[src/rtl/uart_rx.sv]
// rtl/uart_rx.sv - 8N1 UART receiver with mid-bit sampling, glitch rejection and framing-error reporting
module uart_rx #(
   parameter int CLKS_PER_BIT = 1085,
   parameter int DATA_WIDTH   = 8
) (
   input  logic                  sysclk,
   input  logic                  i_rst_n,
   input  logic                  i_rx_en,
   input  logic                  i_rx_serial,
   output logic [DATA_WIDTH-1:0] o_rx_byte,
   output logic                  o_rx_dv,
   output logic                  o_rx_frame_err,
   output logic                  o_rx_busy
);

   localparam int CW = (CLKS_PER_BIT > 1) ? $clog2(CLKS_PER_BIT) : 1;
   localparam int BW = (DATA_WIDTH > 1) ? $clog2(DATA_WIDTH) : 1;
   localparam int H  = (CLKS_PER_BIT - 1) / 2;

   localparam logic [CW-1:0] HALF_CNT = CW'(H);
   localparam logic [CW-1:0] LAST_CNT = CW'(CLKS_PER_BIT - 1);
   localparam logic [BW-1:0] LAST_IDX = BW'(DATA_WIDTH - 1);

   typedef enum logic [2:0] {
      ST_IDLE,
      ST_START,
      ST_DATA,
      ST_STOP,
      ST_WAIT_HIGH
   } state_t;

   state_t                  state_q, state_d;
   logic                    sync1_q, sync1_d;
   logic                    rx_s_q, rx_s_d;
   logic [CW-1:0]           clk_cnt_q, clk_cnt_d;
   logic [BW-1:0]           bit_idx_q, bit_idx_d;
   logic [DATA_WIDTH-1:0]   shift_q, shift_d;
   logic [DATA_WIDTH-1:0]   byte_q, byte_d;
   logic                    dv_q, dv_d;
   logic                    err_q, err_d;

   // Synchroniser resets high so a low pin at reset release needs two clocks to look like a start.
   always_comb begin
      sync1_d = i_rx_serial;
      rx_s_d  = sync1_q;
   end

   always_comb begin
      state_d   = state_q;
      clk_cnt_d = clk_cnt_q;
      bit_idx_d = bit_idx_q;
      shift_d   = shift_q;
      byte_d    = byte_q;
      dv_d      = 1'b0;
      err_d     = 1'b0;

      if (!i_rx_en) begin
         state_d   = ST_IDLE;
         clk_cnt_d = '0;
         bit_idx_d = '0;
      end else begin
         case (state_q)
            ST_IDLE: begin
               clk_cnt_d = '0;
               bit_idx_d = '0;
               if (!rx_s_q) state_d = ST_START;
            end

            ST_START: begin
               if (clk_cnt_q == HALF_CNT) begin
                  clk_cnt_d = '0;
                  state_d   = rx_s_q ? ST_IDLE : ST_DATA;
               end else begin
                  clk_cnt_d = clk_cnt_q + 1'b1;
               end
            end

            ST_DATA: begin
               if (clk_cnt_q == LAST_CNT) begin
                  clk_cnt_d          = '0;
                  shift_d[bit_idx_q] = rx_s_q;
                  if (bit_idx_q == LAST_IDX) begin
                     bit_idx_d = '0;
                     state_d   = ST_STOP;
                  end else begin
                     bit_idx_d = bit_idx_q + 1'b1;
                  end
               end else begin
                  clk_cnt_d = clk_cnt_q + 1'b1;
               end
            end

            // Leaving at mid-stop-bit lets a directly following start bit be caught.
            ST_STOP: begin
               if (clk_cnt_q == LAST_CNT) begin
                  clk_cnt_d = '0;
                  if (rx_s_q) begin
                     byte_d  = shift_q;
                     dv_d    = 1'b1;
                     state_d = ST_IDLE;
                  end else begin
                     err_d   = 1'b1;
                     state_d = ST_WAIT_HIGH;
                  end
               end else begin
                  clk_cnt_d = clk_cnt_q + 1'b1;
               end
            end

            ST_WAIT_HIGH: begin
               if (rx_s_q) state_d = ST_IDLE;
            end

            default: state_d = ST_IDLE;
         endcase
      end
   end

   always_ff @(posedge sysclk or negedge i_rst_n) begin
      if (!i_rst_n) begin
         state_q   <= ST_IDLE;
         sync1_q   <= 1'b1;
         rx_s_q    <= 1'b1;
         clk_cnt_q <= '0;
         bit_idx_q <= '0;
         shift_q   <= '0;
         byte_q    <= '0;
         dv_q      <= 1'b0;
         err_q     <= 1'b0;
      end else begin
         state_q   <= state_d;
         sync1_q   <= sync1_d;
         rx_s_q    <= rx_s_d;
         clk_cnt_q <= clk_cnt_d;
         bit_idx_q <= bit_idx_d;
         shift_q   <= shift_d;
         byte_q    <= byte_d;
         dv_q      <= dv_d;
         err_q     <= err_d;
      end
   end

   assign o_rx_byte      = byte_q;
   assign o_rx_dv        = dv_q;
   assign o_rx_frame_err = err_q;
   assign o_rx_busy      = (state_q != ST_IDLE);

endmodule

[config.mk]
export PLATFORM = sky130hd
export DESIGN_NAME = uart_rx
export DESIGN_NICKNAME = d
export VERILOG_FILES = /design/src/rtl/uart_rx.sv
export SDC_FILE = /design/constraint.sdc
export NUM_CORES = 1
export LEC_CHECK = 0
export BUFFER_PORTS_ARGS = -buffer_cell sky130_fd_sc_hd__buf_4
export CAP_MARGIN = 15
export CORE_UTILIZATION = 45
export CTS_BUF_LIST = sky130_fd_sc_hd__clkbuf_8 sky130_fd_sc_hd__clkbuf_16
export DETAILED_ROUTE_END_ITERATION = 6
export PLACE_DENSITY = 0.68
export SLEW_MARGIN = 25
export SYNTH_ARGS = -nofsm -noshare
export SYNTH_HDL_FRONTEND = slang
export SYNTH_SLANG_ARGS = --single-unit
[constraint.sdc]
create_clock -name sysclk -period 2.8 [get_ports sysclk]
set_input_delay 0.14 -clock sysclk [delete_from_list [all_inputs] [get_ports sysclk]]
set_output_delay 0.14 -clock sysclk [all_outputs]
set_load 0.01 [all_outputs]
Yosys cells after proc, flatten, opt, wreduce, memory -nomap -nowiden
Cells that the tools add are included.
- muxes and demuxes: 29
- equality and inequality tests: 15
- add/subtract/negate cells: 2
- reduce and logical (&&, ||, !) cells: 8
- magnitude comparators: 2
- operator list (kind ; count):
    11-bit 2-to-1 mux ; 3
    3-bit 2-to-1 mux ; 11
    11-bit case mux with 3 select lines ; 1
    3-bit inequality test, second input constant ; 6
    3-bit case mux with 5 select lines ; 1
    11-bit by 1-bit adder with 11-bit output, second input constant ; 1
    11-bit by 10-bit == test with 1-bit output, second input constant ; 1
    11-bit == test, second input constant ; 1
    1-bit 2-to-1 mux ; 9
    8-bit bitwise mux ; 1
    3-bit by 2-bit == test with 1-bit output, second input constant ; 2
    3-bit == test, second input constant ; 2
    3-bit case mux with 2 select lines ; 1
    6-bit AND reduction ; 1
    3-bit by 4-bit < comparator with 1-bit output, second input constant ; 1
    4-bit by 2-bit inequality test with 1-bit output, second input constant ; 1
    4-bit AND reduction ; 1
    3-bit by 1-bit adder with 3-bit output, second input constant ; 1
    1-bit demux with 3-bit select ; 1
    3-bit by 1-bit == test with 1-bit output, second input constant ; 1
    3-bit by 1-bit greater-or-equal comparator with 1-bit output, second input constant ; 1
    3-bit zero test ; 1
    3-bit by 1-bit inequality test with 1-bit output, second input constant ; 1
    3-bit AND reduction ; 1
    other kinds (5) ; 5
- output and inout port bits: 11
- logic and storage cells: 65
- flip-flop bits (word level): 37

Depth between registers and ports, before layout
- depth in word-level cells: 5
- depth in mapped cells: 8
- mapped depth without buffers: 6

Worst setup path before layout
OpenSTA, ideal clock, no wires.
- kind: register to register
- start point: reg clk_cnt_q[6]
- end point: reg byte_q[0] (netlist: o_rx_byte[0])
- cell stages (with the launch flop): 5
- period minus slack after synthesis: 2.036 ns
- arrival time: 1.911 ns
- library setup time: 0.125 ns
- required time: 2.675 ns
- setup slack: 0.764 ns
- path buffers: 0
- cells stage by stage: dfrtp_1 nor4b_4 nand3_4 nor4_4 mux2_2
- word-level cells in the longest chain between the ends: 2
- RTL lines (what ; line ; text):
    from (decl) ; 35 ; logic [CW-1:0] clk_cnt_q, clk_cnt_d;
    from (signal assigned) ; 134 ; clk_cnt_q <= clk_cnt_d;
    11-bit == test ; 95 ; if (clk_cnt_q == LAST_CNT) begin
    4-bit AND reduction (no line) ; -- ;
    to (signal assigned) ; 137 ; byte_q <= byte_d;
    to (decl) ; 38 ; logic [DATA_WIDTH-1:0] byte_q, byte_d;
No other way between the ends.
A chain may end at the register's enable or synchronous reset.

Worst setup path after layout
- start point: reg clk_cnt_q[6]
- end point: reg byte_q[2] (netlist: o_rx_byte[2])
The elaborated chain is that of the path after synthesis.

==> results.cfg <==
[timing]
finalCritPeriodShare_pct = 82.6
slew_viol_final = 0
min_period_ps = 2310
hold_viol = 0
finalWorstSetupSlack_ps = 487
fin_skew_ps = 3.72
max_freq_mhz = 432
max_slew.worst_pin.slew_ps = 647
maxSlewHeadroom_pct = 56.6
rsz0062_at_grt = no
setup_tns_ps = 0
setup_viol = 0

[global_routing]
gr-total-overflow = 0
grt_pass1_vias = 1446
antenna_found_initial = 0
grt_max_degree = 38
grt_usage_pct = 18.3
grt_pass1_wl_um = 7040

[placement]
pre_cts_ws_ps = 477
gp_congestion = 0.803
port-buffer-count = 14
dp_hpwl_um = 2600

[power]
clockPowerShare_pct = 41.7
powerDensity_mw_per_mm2 = 492
p_seq_share_pct = 48.4
p_int_mw = 0.874
ir_drop_uv = 318
power_switching_mw = 0.272
comb_power_share_pct = 9.9
sw_frac_of_total_pct = 23.8
p_leak_nw = 1.05

[logic_synthesis]
synth_fa_ha_area_share_pct = 3.06
ys_types = 41
synthMuxAreaShare_pct = 10.8
syn_area_mm2 = 0.00204
synth_edf_count = 0
synthCells = 200
async_flop_share_pct = 100
seq_area_frac_synth_pct = 45.5
syn_area_per_cell_um2 = 10.2
synth_top_family_by_area = simple AND/OR/NAND/NOR gates
synth_ff_type = dfrtp_1
synth-simple-area-share_pct = 23.3
synthXorXnorAreaFrac_pct = 0
yosysWarnings = 0
ys_ff_latch = 37
synth_nets = 209
synth-compound-area-share_pct = 13.1

[route]
drtIter0Drc = 154
ant_nets = 0
drt-total-wl_um = 3910
vias = 1553
firstDrtPassIters = 4
wl_per_cell_um = 14.7
vias_per_cell = 5.84
drcViolationCount = 0

[clock_tree]
cts_buffers = 5
cts_buffer_depth = 2
root_buffer = clkbuf_8
h-tree-depth = 2
cts_num_sinks = 37
tritoncts = done
path_clk_slew_ps = 70
clock_insertion_delay_worst_skew_ps = 280
cts_resized = 0

[setup_path]
arrival_ps = 2480
setup.worst_path.end = o_rx_byte[2]
required_ps = 2970
crit_type = reg2reg
r2r-start = clk_cnt_q[6]
worstRegToRegCells = 4
end_kind = flip-flop
startpoint = clk_cnt_q[6]
worstReg2RegEnd = o_rx_byte[2]
rrSetupSlack_ps = 490
cp_max_fo = 9
start_kind = flip-flop

[cells_and_area]
syn_to_final_growth_pct = 14.1
n_antenna_cell = 0
layout.nets = 222
drive_gt1_share_pct = 23.8

[die]
die_area_mm2 = 0.00481
core-area_mm2 = 0.00435
start_util_pct = 46.9
ios = 15
dieHeight_um = 69.4
placementRows = 24
die_w_um = 69.4

[run_status]
status = complete, no violations

[job]
maxCapViolations = 0

[hold_path]
hp-class = in2reg
[sequential cells by signal, indices dropped and copies added (netlist names)]
signal          flops
rx_s_d              1
o_rx_byte           8
clk_cnt_q          11
o_rx_dv             1
shift_q             8
rx_s_q              1
bit_idx_q           3
state_q             3
o_rx_frame_err      1
[critical path, cell delays in order (launching register included)]
cell,delay (ps)
dfrtp_1,470
nor4b_4,520
nand3_4,170
nor4_4,630
mux2_2,400
[final cells by class]
type / instances / area, µm²
fill: 389 / 2020
sequential: 37 / 928
clock inverter: 2 / 37.5
clock buffer: 6 / 82.6
multi-input combinational: 141 / 1030
tap: 52 / 65.1
timing repair buffer: 21 / 163
inverter: 7 / 26.3
[cells by family (layout without fill, tap and decap cells)]
group | count (synthesis) | in the layout
adders and majority gates | 5 | 5
muxes | 20 | 20
buffers and inverters | 22 | 36
AOI/OAI and AO/OA | 37 | 37
DFF | 37 | 37
and+or+nand+nor | 79 | 79
[timing repair]
action,4_1_cts,5_1_grt
hold endpoints to repair,36,0
hold buffers,2,0
buffers inserted,0,0
[per-stage QoR]
step / util, % / hold WS, ps / total power [mW] / std cells / area, µm²
finish: 53.5 / 231 / 1.15 / 266 / 2330
detailed placement: 50.3 / 134 / 0.677 / 256 / 2190
global route: 53.5 / 244 / 1.20 / 266 / 2330
CTS: 53.5 / 222 / 1.16 / 266 / 2330
global placement: 50.3 / 131 / 0.676 / 256 / 2190
floorplan: - / -156 / 0.631 / 200 / 2040
[power by group through the flow]
stage	combinational (mW)	clock, mW	sequential (mW)
final	0.113	0.478	0.555
after global routing	0.128	0.515	0.557
after CTS	0.114	0.490	0.555
after detailed placement	0.111	0	0.565
after global placement	0.111	0	0.566
after floorplan	0.0717	0	0.559
[Yosys cell counts, types with 2 or more instances]
| cell | instances | area share (%) |
|---|---|---|
| dfrtp_1 | 35 | 43 |
| nand2_1 | 20 | 3.7 |
| mux2_2 | 17 | 9.4 |
| nand3_1 | 14 | 3.4 |
| clkbuf_1 | 12 | 2.2 |
| nor4_1 | 10 | 3.1 |
| o21ai_0 | 8 | 2.0 |
| inv_1 | 7 | 1.3 |
| nor2_1 | 6 | 1.1 |
| o22ai_1 | 6 | 1.8 |
| a21boi_0 | 5 | 1.8 |
| ha_1 | 5 | 3.1 |
| nor3_1 | 5 | 1.2 |
| o2111ai_1 | 4 | 1.7 |
| a31oi_1 | 3 | 0.92 |
| mux2i_1 | 3 | 1.5 |
| nand4_1 | 3 | 0.92 |
| nor2b_1 | 3 | 0.92 |
| nor4b_1 | 3 | 1.3 |
| o211a_1 | 3 | 1.5 |
| and2_1 | 2 | 0.61 |
| buf_2 | 2 | 0.49 |
| dfstp_2 | 2 | 2.6 |
| nand2b_1 | 2 | 0.61 |
| nor4bb_1 | 2 | 0.98 |
| o211ai_1 | 2 | 0.74 |
| o41ai_1 | 2 | 0.86 |
[cells in the final DEF (no fill, tap or decap), drive strengths merged, types with 2 or more instances in the layout]
cell type,count
a21boi,5
a31oi,3
and2,2
buf,19
clkbuf,6
dfrtp,35
dfstp,2
dlygate4sd3,2
ha,5
inv,7
mux2,17
mux2i,3
nand2,20
nand2b,2
nand3,15
nand4,3
nor2,6
nor2b,3
nor3,5
nor4,11
nor4b,4
nor4bb,2
o2111ai,4
o211a,3
o211ai,2
o21ai,8
o22ai,6
o41ai,2
[worst min path at each step]
stage                     startpoint           end  slack, ps  depth (start not counted)
after floorplan              i_rst_n  bit_idx_q[0]       -160                          0
after global placement       i_rst_n  clk_cnt_q[4]        130                          1
after detailed placement     i_rst_n  clk_cnt_q[4]        130                          1
after CTS                    i_rx_en  clk_cnt_q[8]        220                          3
after global routing         i_rx_en  clk_cnt_q[0]        240                          2
final                        i_rx_en  clk_cnt_q[8]        230                          3
[per-layer routing]
metal / global-route usage, % / vias up / share of wire, %
met2: 26.8 / 29 / 44
met3: 4.07 / 6 / 3.5
met4: 6.12 / 0 / 1.6
met1: 26.7 / 742 / 50
met5: 0 / - / 0
li1: - / 776 / -
No activity file was read; power rests on OpenSTA's default activity.
